`config.mk`:
```
export PLATFORM = sky130hd
export DESIGN_NAME = soc_reset_sequencer
export DESIGN_NICKNAME = d
export VERILOG_FILES = /design/src/rtl/soc_reset_sequencer.sv
export SDC_FILE = /design/constraint.sdc
export NUM_CORES = 1
export LEC_CHECK = 0
export ABC_CLOCK_PERIOD_IN_PS = 2600
export BUFFER_PORTS_ARGS = -buffer_cell sky130_fd_sc_hd__buf_2
export CORE_MARGIN = 3
export CORE_UTILIZATION = 55
export DETAILED_ROUTE_END_ITERATION = 16
export PLACE_DENSITY = 0.82
export SLEW_MARGIN = 0
export SYNTH_ARGS = -nofsm -noshare
export SYNTH_HDL_FRONTEND = slang
export SYNTH_SLANG_ARGS = --single-unit
export TNS_END_PERCENT = 100
```
`constraint.sdc`:
```
create_clock -name soc_clk -period 2.6 [get_ports soc_clk]
set_input_delay 0.26 -clock soc_clk [delete_from_list [all_inputs] [get_ports soc_clk]]
set_output_delay 0.26 -clock soc_clk [all_outputs]
set_load 0.02 [all_outputs]
```
`src/rtl/soc_reset_sequencer.sv`:
```
// SoC reset sequencer: waits for a stable clock lock, pulses the DRAM
// controller reset, waits for DRAM calibration, then releases peripherals
// and finally the core. Lock loss or a software request restarts the chain.
module soc_reset_sequencer #(
  parameter int LOCK_STABLE_CYCLES = 1024,
  parameter int RST_HOLD_CYCLES    = 64,
  parameter int CALIB_TIMEOUT      = 2**20,
  parameter bit USE_DDR            = 1'b1
) (
  input  logic       soc_clk,
  input  logic       rst_n,
  input  logic       clk_locked_i,
  input  logic       ddr_calib_done_i,
  input  logic       sw_rst_req_i,
  input  logic       test_mode_i,
  input  logic [1:0] boot_mode_i,
  output logic       dram_rst_o,
  output logic       periph_rst_no,
  output logic       core_rst_no,
  output logic [1:0] boot_mode_o,
  output logic       ready_o,
  output logic       calib_err_o,
  output logic [2:0] state_o
);

  localparam int MAX_A = (LOCK_STABLE_CYCLES > RST_HOLD_CYCLES) ?
                         LOCK_STABLE_CYCLES : RST_HOLD_CYCLES;
  localparam int MAX_P = (MAX_A > CALIB_TIMEOUT) ? MAX_A : CALIB_TIMEOUT;
  localparam int CNT_W = $clog2(MAX_P) + 1;

  localparam logic [CNT_W-1:0] LOCK_LAST  = CNT_W'(LOCK_STABLE_CYCLES - 1);
  localparam logic [CNT_W-1:0] HOLD_LAST  = CNT_W'(RST_HOLD_CYCLES - 1);
  localparam logic [CNT_W-1:0] CALIB_LAST = CNT_W'(CALIB_TIMEOUT - 1);

  typedef enum logic [2:0] {
    S_WAIT_LOCK   = 3'd0,
    S_LOCK_STABLE = 3'd1,
    S_DRAM_RST    = 3'd2,
    S_WAIT_CALIB  = 3'd3,
    S_PERIPH_REL  = 3'd4,
    S_RUN         = 3'd5,
    S_ERROR       = 3'd6
  } state_t;

  state_t           r_state;
  state_t           w_next;
  logic [CNT_W-1:0] r_cnt;
  logic             w_restart;
  logic             w_cnt_clr;
  logic             r_dram_rst;
  logic             r_periph_rst_n;
  logic             r_core_rst_n;
  logic             r_ready;
  logic             r_calib_err;
  logic [1:0]       r_boot_mode;

  // Next-state selection: lock loss beats software request beats progression.
  always_comb begin
    w_next    = r_state;
    w_restart = 1'b0;
    if (r_state == S_WAIT_LOCK) begin
      if (clk_locked_i) w_next = S_LOCK_STABLE;
    end else if (r_state > S_ERROR) begin
      // Unused encoding 7 falls back to the start of the chain.
      w_next = S_WAIT_LOCK;
    end else if (!clk_locked_i) begin
      w_next = S_WAIT_LOCK;
    end else if (sw_rst_req_i) begin
      // Also restarts the hold count when already in DRAM_RST.
      w_next    = S_DRAM_RST;
      w_restart = 1'b1;
    end else begin
      case (r_state)
        S_LOCK_STABLE: if (r_cnt == LOCK_LAST) w_next = S_DRAM_RST;
        S_DRAM_RST:    if (r_cnt == HOLD_LAST)
                         w_next = USE_DDR ? S_WAIT_CALIB : S_PERIPH_REL;
        S_WAIT_CALIB: begin
          if (ddr_calib_done_i)         w_next = S_PERIPH_REL;
          else if (r_cnt == CALIB_LAST) w_next = S_ERROR;
        end
        S_PERIPH_REL:  if (r_cnt == HOLD_LAST) w_next = S_RUN;
        default:       w_next = r_state;
      endcase
    end
  end

  assign w_cnt_clr = w_restart | (w_next != r_state);

  // State register.
  always_ff @(posedge soc_clk or negedge rst_n) begin
    if (!rst_n) r_state <= S_WAIT_LOCK;
    else        r_state <= w_next;
  end

  // Shared dwell counter, cleared whenever a transition is taken.
  always_ff @(posedge soc_clk or negedge rst_n) begin
    if (!rst_n)         r_cnt <= '0;
    else if (w_cnt_clr) r_cnt <= '0;
    else                r_cnt <= r_cnt + CNT_W'(1);
  end

  // Registered output decode of the next state, aligned with state_o.
  always_ff @(posedge soc_clk or negedge rst_n) begin
    if (!rst_n) begin
      r_dram_rst     <= 1'b1;
      r_periph_rst_n <= 1'b0;
      r_core_rst_n   <= 1'b0;
      r_ready        <= 1'b0;
      r_calib_err    <= 1'b0;
    end else begin
      r_dram_rst     <= (w_next == S_WAIT_LOCK) || (w_next == S_LOCK_STABLE) ||
                        (w_next == S_DRAM_RST);
      r_periph_rst_n <= (w_next == S_PERIPH_REL) || (w_next == S_RUN);
      r_core_rst_n   <= (w_next == S_RUN);
      r_ready        <= (w_next == S_RUN);
      r_calib_err    <= (w_next == S_ERROR);
    end
  end

  // Boot mode is sampled once, as the core comes out of reset.
  always_ff @(posedge soc_clk or negedge rst_n) begin
    if (!rst_n)
      r_boot_mode <= 2'b00;
    else if ((r_state == S_PERIPH_REL) && (w_next == S_RUN))
      r_boot_mode <= boot_mode_i;
  end

  // DFT bypass hands the reset outputs straight to the pin reset.
  assign dram_rst_o    = test_mode_i ? ~rst_n : r_dram_rst;
  assign periph_rst_no = test_mode_i ?  rst_n : r_periph_rst_n;
  assign core_rst_no   = test_mode_i ?  rst_n : r_core_rst_n;
  assign boot_mode_o   = r_boot_mode;
  assign ready_o       = r_ready;
  assign calib_err_o   = r_calib_err;
  assign state_o       = r_state;

endmodule

```
; After elaboration in Yosys (flattened, before gate mapping)
; Cells that the tools add are included.
[totals]
regBits = 30
wordCells = 49
[op_classes]
mux = 19
order_cmp = 1
n_reduce_logical = 6
addsub = 1
n_bitwise = 2
eq_ne = 13
[op_table]
columns = op, count
row1 = $mux 3, 10
row2 = $add 21x1->21 const B, 1
row3 = $eq 21x10->1 const B, 1
row4 = $eq 21x20->1 const B, 1
row5 = $eq 21x6->1 const B, 1
row6 = $mux 21, 1
row7 = $eq 3x3->1 const B, 4
row8 = $pmux 3 s4, 1
row9 = $eq 3x2->1 const B, 3
row10 = $mux 1, 7
row11 = $eq 3x1->1 const B, 2
row12 = $logic_not 3->1, 2
row13 = $gt 3x3->1 const B, 1
row14 = $logic_or 1x1->1, 3
row15 = $ne 3x3->1, 1
row16 = $logic_and 1x1->1, 1
row17 = $not 1->1, 1
row18 = $or 1x1->1, 1

; Depth between registers and ports, before layout
; Gate-level depths: netlist of run 1.
[logic_depth]
depth_word = 11
depth_mapped = 9

; Worst setup path after synthesis of run 1
; Ideal clock, no wire load.
[synth_path]
kind = register to register
start = register r_cnt[0]
end = register r_boot_mode[0], in the netlist boot_mode_o[0]
arrival_time_ps = 1978
setup_ps = 128
path_stages_with_launch = 9
path_slack_ps = 495
path_cell_list = dfrtp_1 > ha_1 > and3_1 > buf_2 > and4_1 > a211oi_1 > a211oi_2 > nor3_2 > mux2_1
[synth_between]
elab_chain_cells = 10
elab_cells_between_ends = 15
[synth_rtl]
columns = item, line_no
row1 = "start, declared", 47  ; logic [CNT_W-1:0] r_cnt;
row2 = "start signal, assigned", 99  ; else r_cnt <= r_cnt + CNT_W'(1);
row3 = $eq 21x20->1, 79  ; else if (r_cnt == CALIB_LAST) w_next = S_ERROR;
row4 = $mux 3, 79
row5 = $mux 3, 78  ; if (ddr_calib_done_i) w_next = S_PERIPH_REL;
row6 = $pmux 3 s4 (*), 73  ; case (r_state)
row7 = $mux 3 (*), 68  ; end else if (sw_rst_req_i) begin
row8 = $mux 3 (*), 66  ; end else if (!clk_locked_i) begin
row9 = $mux 3 (*), 63  ; end else if (r_state > S_ERROR) begin
row10 = $mux 3 (*), 61  ; if (r_state == S_WAIT_LOCK) begin
row11 = $eq 3x3->1 (*), 124  ; else if ((r_state == S_PERIPH_REL) && (w_next == S_RUN))
row12 = $logic_and 1x1->1 (*), 124
row13 = "end signal, assigned", 125  ; r_boot_mode <= boot_mode_i;
row14 = "end, declared", 55  ; logic [1:0] r_boot_mode;
; Every way passes the cells marked *; elsewhere a longest branch is shown, timed or not.
; A chain may end at the register's enable or synchronous reset.

; Worst setup path after layout of run 1
[layout_path]
start = register r_cnt[0]
end = register r_cnt[6]
[layout_between]
elab_chain_cells = 11
elab_cells_between_ends = 17
[layout_rtl]
columns = item, line_no
row1 = $eq 21x20->1, 79
row2 = $mux 3, 79
row3 = $mux 3, 78
row4 = $pmux 3 s4, 73
row5 = $mux 3, 68
row6 = $mux 3, 66
row7 = $mux 3, 63
row8 = $mux 3, 61
row9 = $ne 3x3->1, 87  ; assign w_cnt_clr = w_restart | (w_next != r_state);
row10 = $or 1x1->1, 87
row11 = $mux 21 (*), 98  ; else if (w_cnt_clr) r_cnt <= '0;
; Marked as above.

==> results.md, run 1 <==
* Status: finished, final reports clean
* TritonCTS Sinks at 30
* Most used DFF post-synth: dfrtp_1
* Syn Std Cell Area at 1800 um^2
* Setup ws final at 327 ps
* Setup violations, final at 0
* Detailed placement HPWL at between 2000 and 2500 um
* Initial DRC count at 115
* Setup TNS at 0 ps
* Post-Place Cell Area at 1930 um^2
* RSZ-0062 raised after global routing: no
* Post-CTS Setup Bufs at 0
* Total CTS buffers at 5
* Gr usage total at 19.5%
* Worst R2R Start: r_cnt[0]$_DFF_PN0_
* Die width at approximately 63 um
* DR pass1 iterations at 4
* Root Buffer: clkbuf_4
* H-tree depth at 2
* Vias/cell at 5.79
* Relative slew slack at 68.4%
* Total number of vias at 1401
* Gpl congestion at 0.893
* # IOs at 18
* Crit end category: register
* Reg2reg end: r_cnt[6]$_DFF_PN0_
* Hold Vio Cnt, Final at 0
* Most frequent cell after synthesis: dfrtp_1
* Switching share of power at approximately 29%
* CP arrival at 2530 ps
* Synth area leaders: dfrtp_1, nor3_2, xnor2_1, xor2_1, nand3_1
* Core Footprint at 3080 um^2
* Synthesis-to-finish area growth at 11.0%
* Min-Delay Path Depth at 2
* WHS Endpoint: boot_mode_o[0]$_DFFE_PN0P_
* Clock slew at reported path FFs at 90 ps
* Reg power frac at 54.6%
* #FFs+latches synth at 30
* Max VDD drop at 326 uV
* Max cap viols at 0
* Post-Syn Area per Cell at 10.2 um^2
* Share of cells above drive strength 1 at between 20% and 30%
* Sequential fraction of the synthesis area at 41.8%
* Clock Power Share at 30.6%
* Hold Crit Class: input pin to register
* Post-route ant nets at 0
* Yosys warnings at 0
* Min Clock Period, post-route at around 2300 ps
* Number of flops mapped to enable cells by yosys at 0
* DRC errors left at 0
* Final nets at between 200 and 250
* Worst r2r path cells at 8
* Net count after synthesis at 186
* Die H at 63.2 um
* Distinct cells, synth at 44
* Max Slew Vio Count at 0
* Largest area contributor in the netlist: dfrtp_1
* Clock latency at the later pin of the worst-skew pair at 330 ps
* Critical Path RT at 2850 ps
* Vias in the first global route at 1392
* Hold Buf Count CTS at 1
* Die footprint at approximately 4000 um^2
* Worst slack, placed at 343 ps
* Final period util at 87.4%
* Syn Inst Count at 177
* PwrDens at 470 nW/um^2
* Worst slew pin tran at 474 ps
* Yosys top cell area share at 40.3%
* WHS at 152 ps
* Drt wl/cell at 14.3 um
* Worst setup SP type: register
* Clock skew at around 6.7 ps
* Crit Path Category: register to register
* # fillers at about 280
* Port Buffers at 17
* Synth top cells by count: dfrtp_1, nor3_2, nor2_1
* Routed met1 length at roughly 1500 um
* Leak at 0.873 nW
* Final wirelength at 3450 um
* HP Start: boot_mode_i[0]
* Global-route wire length before repair at a little over 6000 um
* DR WL met3 at between 150 and 200 um
* Top Metal Used: met4
* Largest net degree at the start of global routing at 31
* Number of gates resized after cts at 0
* Switch Pwr at around 270 uW
* Row cnt at 20
* Final instance area at about 2000 um^2
* Power Internal at ~670 uW
* Fmax at 0.440 GHz
* CP Max Fanout at 21
* Async SR Flop Fraction at 100%
* Clock buffer depth at 2
* Clock tree from TritonCTS: yes
* Antenna cells at 0
* Starting Density at between 50% and 60%
* GRT overflow at 0
* Combinational share of power at 14.8%
* Met2 Routed Length at 1690 um
* Antenna violations before repair at 0
* Reg2reg setup slack at 330 ps
* Worst setup path start: r_cnt[0]$_DFF_PN0_
[per-stage QoR]
stage	utilization, %	cells	power (mW)
finish	64.9	242	0.938
global route	64.9	242	0.992
CTS	64.9	242	0.948
detailed placement	62.6	233	0.660
global placement	62.6	233	0.651
floorplan	-	177	0.617
[worst max path at each step]
| stage | endpoint | slack [ps] | cells after the start |
|---|---|---|---|
| after floorplan | boot_mode_o[0]$_DFFE_PN0P_ | 490 | 8 |
| after global placement | r_cnt[20]$_DFF_PN0_ | 430 | 8 |
| after detailed placement | r_cnt[5]$_DFF_PN0_ | 340 | 8 |
| after CTS | r_cnt[5]$_DFF_PN0_ | 320 | 8 |
| after global routing | r_cnt[5]$_DFF_PN0_ | 130 | 8 |
| final | r_cnt[6]$_DFF_PN0_ | 330 | 8 |
[state kept, by name, summed over array words and instances, names as in the netlist]
register,cells
r_cnt,21
ready_o,1
state_o,3
boot_mode_o,2
r_periph_rst_n,1
calib_err_o,1
r_dram_rst,1
[power groups by stage]
stage          clock [mW]  sequential (mW)  combinational [mW]
5_1_grt             0.321            0.515               0.155
4_1_cts             0.296            0.511               0.141
3_3_place_gp            0            0.519               0.132
3_5_place_dp            0            0.521               0.139
2_1_floorplan           0            0.516               0.101
6_report            0.287            0.512               0.139
[layout by cell type (no fill, tap or decap), types with 2 or more instances in the layout]
cell type | Yosys | routed
a211oi_1 | 2 | 2
a21oi_1 | 6 | 6
and2_1 | 3 | 3
and3_1 | 4 | 4
buf_2 | 3 | 17
buf_4 | 2 | 2
clkbuf_4 | 0 | 5
dfrtp_1 | 29 | 29
inv_1 | 7 | 7
mux2_1 | 2 | 2
nand2_1 | 7 | 7
nand2b_1 | 3 | 3
nand3_1 | 9 | 9
nand4_1 | 7 | 7
nor2_1 | 11 | 11
nor2b_1 | 3 | 3
nor3_1 | 4 | 4
nor3_2 | 20 | 20
nor4_1 | 5 | 5
o21ai_0 | 6 | 6
xnor2_1 | 10 | 10
xor2_1 | 10 | 10
[layout make-up]
class	instances	area (um^2)	area share [%]
multi-input cells	132	973	48.7
repair buffers	21	130	6.52
inverters	7	26.3	1.32
clock inverters	1	5.00	0.251
well taps	44	55.1	2.76
clock buffers	7	55.1	2.76
flip-flops and latches	30	752	37.7
[critical path, cell delays in order (launching register included)]
cell and delay (ps):
dfrtp_1 420, ha_1 240, nand3_2 120, nor4_4 490, nand3_1 130, a21oi_1 270
o31ai_4 70, buf_4 250, nor3_2 210
[cells by family (layout without fill, tap and decap cells)]
logic type	count (synthesis)	after routing	synth area share, %
AO/OA/AOI/OAI	21	21	7.79
XOR/XNOR	20	20	9.74
flip-flops	30	30	41.8
adder cells (fa/ha/maj)	1	1	0.695
AND/OR/NAND/NOR	87	87	33.6
multiplexers	3	3	1.81
buffers and inverters	15	36	4.59
[per-layer routing]
layer	up-vias	global-route usage [%]
met5	-	0
met4	0	7.28
met3	7	5.53
met2	34	33.9
met1	690	22.8
li1	670	-
Power figures use the tool's default switching activity.
==> run 2: changes to the inputs <==
--- a/config.mk
+++ b/config.mk
@@ -5,8 +5,9 @@
 export SDC_FILE = /design/constraint.sdc
 export NUM_CORES = 1
 export LEC_CHECK = 0
-export ABC_CLOCK_PERIOD_IN_PS = 2600
+export ABC_CLOCK_PERIOD_IN_PS = 2800
 export BUFFER_PORTS_ARGS = -buffer_cell sky130_fd_sc_hd__buf_2
+export CORE_ASPECT_RATIO = 0.7
 export CORE_MARGIN = 3
 export CORE_UTILIZATION = 55
 export DETAILED_ROUTE_END_ITERATION = 16
==> constraint.sdc (replaced) <==
create_clock -name soc_clk -period 2.8 [get_ports soc_clk]
set_input_delay 0.42 -clock soc_clk [delete_from_list [all_inputs] [get_ports soc_clk]]
set_output_delay 0.42 -clock soc_clk [all_outputs]
set_load 0.02 [all_outputs]
==> run 2 against run 1 <==
Net effect:
- first-iteration DRC count is 12% lower
- core utilization is 3.7 points higher
- final cell count is 2.1% lower
- sequential cell count stayed put
- global-route usage is 3.2 points higher
- fmax is 1.0% higher
- clock skew is 1.1 ps lower
- routed wire length is 12% higher
- sequential power is 7.0% lower
- clock-buffer cell count is 1 lower
- largest cell class unchanged
- largest power group unchanged
==> results.md, run 2 (synthesis gave the netlist of run 1 again) <==
* Die width at 74.4 um
* Detailed placement HPWL at roughly 2900 um
* Total power at ~1000 uW
* Power Internal at 702 uW
* Worst r2r path cells at 7
* Vias/cell at ~6.0
* Number of gates resized after cts at 0
* Starting Density at 60.7%
* GRT overflow at 0
* Relative slew slack at 69.5%
* TritonCTS Sinks at 30
* Critical Path Max Stage Delay at between 400 and 500 ps
* H-tree depth at 2
* CP Max Fanout at 5
* Setup violations, final at 0
* DR pass1 iterations at 4
* Total CTS buffers at 5
* Clock skew at 5.59 ps
* Critical path's slowest cell: dfrtp_1
* HP Start: boot_mode_i[0]
* Antenna cells at 0
* Final period util at 80.4%
* # fillers at 229
* Switch Pwr at about 280 uW
* Hold Vio Cnt, Final at 0
* Initial DRC count at slightly above 100
* Combinational share of power at ~14%
* Max VDD drop at 345 uV
* Share of cells above drive strength 1 at between 30% and 40%
* Crit end category: register
* Largest reg by FF count: r_cnt
* Gpl congestion at 0.833
* Min-Delay Path Depth at 2
* Post-route ant nets at 0
* Setup TNS at 0 ps
* WHS Endpoint: boot_mode_o[0]$_DFFE_PN0P_
* Clock tree from TritonCTS: yes
* Clock slew at reported path FFs at 70 ps
* Hold Crit Class: input pin to register
* Worst setup SP type: register
* Final nets at 209
* Status: finished, final reports clean
* Max Slew Vio Count at 0
* Clock buffer depth at 2
* Max reg flops at 21
* Reg2reg end: boot_mode_o[0]$_DFFE_PN0P_
* Switching share of power at around 28%
* Global-route wire length before repair at 6620 um
* Max cap viols at 0
* Worst R2R Start: r_cnt[0]$_DFF_PN0_
* Area occupied by multi-input gates at ~1000 um^2
* PwrDens at 482 nW/um^2
* Worst slew pin tran at 453 ps
* Worst setup path start: r_cnt[0]$_DFF_PN0_
* Final core area utilization at 68.6%
* Clock Power Share at 37.4%
* Cell Chain, Critical Path: ha_1 > and3_1 > and4_1 > a211oi_1 > a211oi_2 > nor3_2 > mux2_1
* CP arrival at approximately 2400 ps
* Core Footprint at approximately 3000 um^2
* Fmax at 0.444 GHz
* Reg2reg setup slack at 550 ps
* Drt wl/cell at 16.3 um
* Die footprint at around 4000 um^2
* Largest net degree at the start of global routing at 29
* Total number of vias at 1411
* Port Buffers at 17
* Root Buffer: clkbuf_8
* Leak at 0.897 nW
* Clock latency at the later pin of the worst-skew pair at 290 ps
* Final wirelength at 3860 um
* RSZ-0062 raised after global routing: no
* Commonest cells after routing, fill and taps aside: dfrtp_1, nor3_2, buf_2
* Crit Path Category: register to register
* Register area at 752 um^2
* Synthesis-to-finish area growth at 12.9%
* Antenna violations before repair at 0
* DRC errors left at 0
* Min Clock Period, post-route at 2250 ps
* Reg power frac at 48.6%
* Commonest non-fill, non-tap cell in the layout: dfrtp_1
* Gr usage total at between 20% and 30%
* Row cnt at 16
* # IOs at 18
* Die H at 53.9 um
* Critical Path RT at 2970 ps
* Vias in the first global route at 1379
## run 2: cell types whose count changed in the layout (fill, tap and decap cells not counted)
cell,before,now
buf_12,1,0
clkbuf_1,1,0
clkbuf_8,1,6
buf_4,2,6
clkbuf_4,5,0
clkinvlp_4,0,1
## run 2: worst max path at each step
stage / endpoint / slack [ps] / cells past startpoint
finish: boot_mode_o[0]$_DFFE_PN0P_ / 550 / 7
global route: r_cnt[3]$_DFF_PN0_ / 370 / 8
CTS: r_cnt[13]$_DFF_PN0_ / 240 / 8
detailed placement: r_cnt[18]$_DFF_PN0_ / 270 / 8
global placement: r_cnt[14]$_DFF_PN0_ / 390 / 8
floorplan: boot_mode_o[0]$_DFFE_PN0P_ / 690 / 8
## run 2: worst max-delay path, delay by kind of cell (launching register included)
family / cells / cell delay (ps)
compound gates: 2 / 360
flops: 1 / 420
fa+ha+maj: 1 / 260
mux: 1 / 350
simple gates: 3 / 730
## run 2: layout make-up
cell class,count,area share (%)
multi-input cells,132,47.9
well taps,36,2.22
repair buffers,24,6.90
inverters,7,1.29
clock inverters,2,0.616
flip-flops and latches,30,37.0
clock buffers,6,4.06
## run 2: timing repair
| action | 4_1_cts | 5_1_grt |
|---|---|---|
| endpoints found under the hold margin | 2 | 0 |
| hold buffers | 1 | 0 |
| endpoints found under the setup margin | 0 | 7 |
| buffers inserted | 0 | 2 |
## run 2: routing by layer
metal  track usage [%]  vias to the layer above  wire length (um)
li1                  -                      671                 -
met3              7.46                       10               215
met1              30.6                      684              1750
met4              7.10                        0                82
met5                 0                        -                 0
met2              34.7                       46              1810
## run 2: per-stage QoR
stage                     hold WS, ps  instances  cell area (um^2)  setup slack (ps)
final                             354        237              2030               550
after global routing              348        237              2030               374
after CTS                         350        235              2020               240
after detailed placement          238        226              1910               268
after global placement            236        226              1910               394
after floorplan                   124        177              1800               695
## run 2: power by group through the flow
stage	Clock, mW	Combinational (mW)	Sequential [mW]
2_1_floorplan	0	0.0938	0.479
3_3_place_gp	0	0.123	0.482
3_5_place_dp	0	0.128	0.483
4_1_cts	0.373	0.131	0.475
5_1_grt	0.397	0.152	0.480
6_report	0.366	0.137	0.476
==> run 3: changes to the inputs <==
--- a/config.mk
+++ b/config.mk
@@ -5,13 +5,13 @@
 export SDC_FILE = /design/constraint.sdc
 export NUM_CORES = 1
 export LEC_CHECK = 0
-export ABC_CLOCK_PERIOD_IN_PS = 2800
+export ABC_CLOCK_PERIOD_IN_PS = 1900
 export BUFFER_PORTS_ARGS = -buffer_cell sky130_fd_sc_hd__buf_2
 export CORE_ASPECT_RATIO = 0.7
 export CORE_MARGIN = 3
-export CORE_UTILIZATION = 55
+export CORE_UTILIZATION = 52
 export DETAILED_ROUTE_END_ITERATION = 16
-export PLACE_DENSITY = 0.82
+export PLACE_DENSITY = 0.81
 export SLEW_MARGIN = 0
 export SYNTH_ARGS = -nofsm -noshare
 export SYNTH_HDL_FRONTEND = slang
==> constraint.sdc (replaced) <==
create_clock -name soc_clk -period 1.9 [get_ports soc_clk]
set_input_delay 0.285 -clock soc_clk [delete_from_list [all_inputs] [get_ports soc_clk]]
set_output_delay 0.285 -clock soc_clk [all_outputs]
set_load 0.02 [all_outputs]
==> run 3 against run 2 <==
Net effect:
- combinational power rose to 2.8 times the previous value
- largest cell class unchanged
- total power up 79%
- critical endpoint is now r_cnt[18]$_DFF_PN0_
- register-to-register slack worse by 770 ps
- highest routed layer unchanged
- clock power up 81%
- sequential cell count unchanged
- via count up 21%
- routed wire length up 54%
- critical path depth up 1
- global-route usage up 0.86 points
- fmax up 6.2%
- non-clock buffer count up 34
- the flow now finishes with violations (setup timing)
==> results.md, run 3 (synthesis gave the netlist of run 1 again) <==
* Status: finished with violations
* Failing checks: setup timing
* Clock latency at the later pin of the worst-skew pair at just under 300 ps
* Post-Place Cell Area at 2070 um^2
* Antenna violations before repair at 0
* RSZ-0062 raised after global routing: yes
* DR WL met3 at 537 um
* Detailed placement HPWL at 3090 um
* Gpl congestion at 0.926
* Hold Vio Cnt, Final at 0
* DR pass1 iterations at 4
* Relative slew slack at 76.3%
* Worst Setup EP: r_cnt[18]$_DFF_PN0_
* Total power at between 1.5 and 2 mW
* CP Max Fanout at 5
* Fmax at ~0.47 GHz
* Routed met1 length at ~2300 um
* Met2 Routed Length at 2910 um
* Core Footprint at 3230 um^2
* Top Metal Used: met4
* Worst setup SP type: register
* # fillers at roughly 170
* Worst slack, placed at -124 ps
* Worst slew pin tran at around 350 ps
* Total number of vias at 1711
* Drt wl/cell at 21.1 um
* Commonest non-fill, non-tap cell in the layout: buf_4
* Max VDD drop at approximately 700 uV
* Final nets at 243
* Share of cells above drive strength 1 at 53.0%
* Die H at 55.2 um
* Register area at approximately 760 um^2
* Total CTS buffers at 5
* Final period util at 111%
* Max Slew Vio Count at 0
* Max cap viols at 0
* Crit end category: register
* Largest net degree at the start of global routing at 29
* Global-route wire length before repair at between 7000 and 8000 um
* # IOs at 18
* PwrDens at 665 nW/um^2
* Setup ws final at -218 ps
* Final instance area at between 2000 and 3000 um^2
* CP arrival at 2320 ps
* Die footprint at 4210 um^2
* Commonest cells after routing, fill and taps aside: buf_4, dfrtp_1, buf_2
* Port Buffers at 17
* Crit Path Category: register to register
* Post-route ant nets at 0
* Gr usage total at about a quarter
* Setup violations, final at 27
* Root Buffer: clkbuf_8
* Critical Path RT at 2100 ps
* Worst R2R Start: r_cnt[9]$_DFF_PN0_
* Max reg flops at 21
* Antenna cells at 0
* Clock buffer depth at 2
* Final core area utilization at 81.5%
* Vias in the first global route at roughly 1600
* TritonCTS Sinks at 30
* GRT overflow at 0
* Final wirelength at 5930 um
* Die width at 76.3 um
* Reg2reg end: r_cnt[18]$_DFF_PN0_
* Clock tree from TritonCTS: yes
* Worst setup path start: r_cnt[9]$_DFF_PN0_
* H-tree depth at 2
* Number of cells after detailed placement at 250
* Final Non-Filler Cells at around 280
* Vias/cell at 6.09
* DRC errors left at 0
* Starting Density at between 50% and 60%
* Area occupied by multi-input gates at between 1000 and 1500 um^2
* Reg2reg setup slack at -220 ps
* Initial DRC count at roughly 160
* Hold Crit Class: input pin to register
* Clock slew at reported path FFs at 70 ps
* Min Clock Period, post-route at 2120 ps
* Clock skew at roughly 6 ps
* Row cnt at 17
* Synthesis-to-finish area growth at 46.5%
* Worst r2r path cells at 8
* Leak at 1.09 nW
* Largest reg by FF count: r_cnt
==> run 3: cell count changes in the layout (fill, tap and decap cells not counted), sizes merged <==
| cell | change |
|---|---|
| clkbuf | +2 |
| bufinv | +1 |
| clkinvlp | -1 |
| buf | +32 |
| clkinv | -1 |
==> run 3: critical path, stage by stage, from the launching register on <==
cell,delay (ps)
dfrtp_2,470
nand3_2,150
nor4_4,420
nand3_1,170
a21oi_2,220
o31ai_4,100
buf_6,160
clkbuf_16,160
nor3_2,180
==> run 3: final cells by class <==
class / count / area share, %
Multi-Input combinational cell: 132 / 45.8
Sequential cell: 30 / 28.9
Timing Repair Buffer: 58 / 17.8
Clock buffer: 6 / 3.13
Tap cell: 47 / 2.23
Clock inverter: 1 / 1.14
Inverter: 7 / 0.997
==> run 3: metrics by stage <==
stage | setup TNS, ps | hold WS (ps)
floorplan | -98.9 | -10.6
global placement | -85.0 | 106
detailed placement | -1590 | 107
CTS | -602 | 216
global route | -5610 | 234
finish | -4350 | 233
==> run 3: what timing repair did <==
action | CTS | global route
gates cloned | 0 | 3
buffers inserted | 2 | 19
setup endpoints to repair | 24 | 28
hold endpoints to repair | 2 | 0
hold buffers | 1 | 0
pin swaps | 9 | 28
resized for setup | 14 | 34
==> run 3: power by group <==
part / leakage, nW / total (mW) / internal, mW / switching (mW)
combinational: 0.629 / 0.385 / 0.184 / 0.201
clock: 0.0573 / 0.664 / 0.419 / 0.245
sequential: 0.399 / 0.704 / 0.666 / 0.0383
total: 1.09 / 1.75 / 1.27 / 0.484
==> run 3: per-layer routing <==
metal / vias to the layer above / global-route usage (%)
met1: 852 / 28.6
met2: 92 / 38.5
met3: 22 / 7.65
met4: 0 / 10.1
met5: - / 0
li1: 745 / -
==> run 3: worst min path at each step <==
stage,from,to,slack (ps),depth (start not counted)
6_report,boot_mode_i[0],boot_mode_o[0]$_DFFE_PN0P_,230,2
5_1_grt,boot_mode_i[0],boot_mode_o[0]$_DFFE_PN0P_,230,2
3_5_place_dp,rst_n,r_periph_rst_n$_DFF_PN0_,110,1
4_1_cts,boot_mode_i[0],boot_mode_o[0]$_DFFE_PN0P_,220,2
2_1_floorplan,rst_n,boot_mode_o[0]$_DFFE_PN0P_,-10,0
3_3_place_gp,rst_n,r_periph_rst_n$_DFF_PN0_,110,1
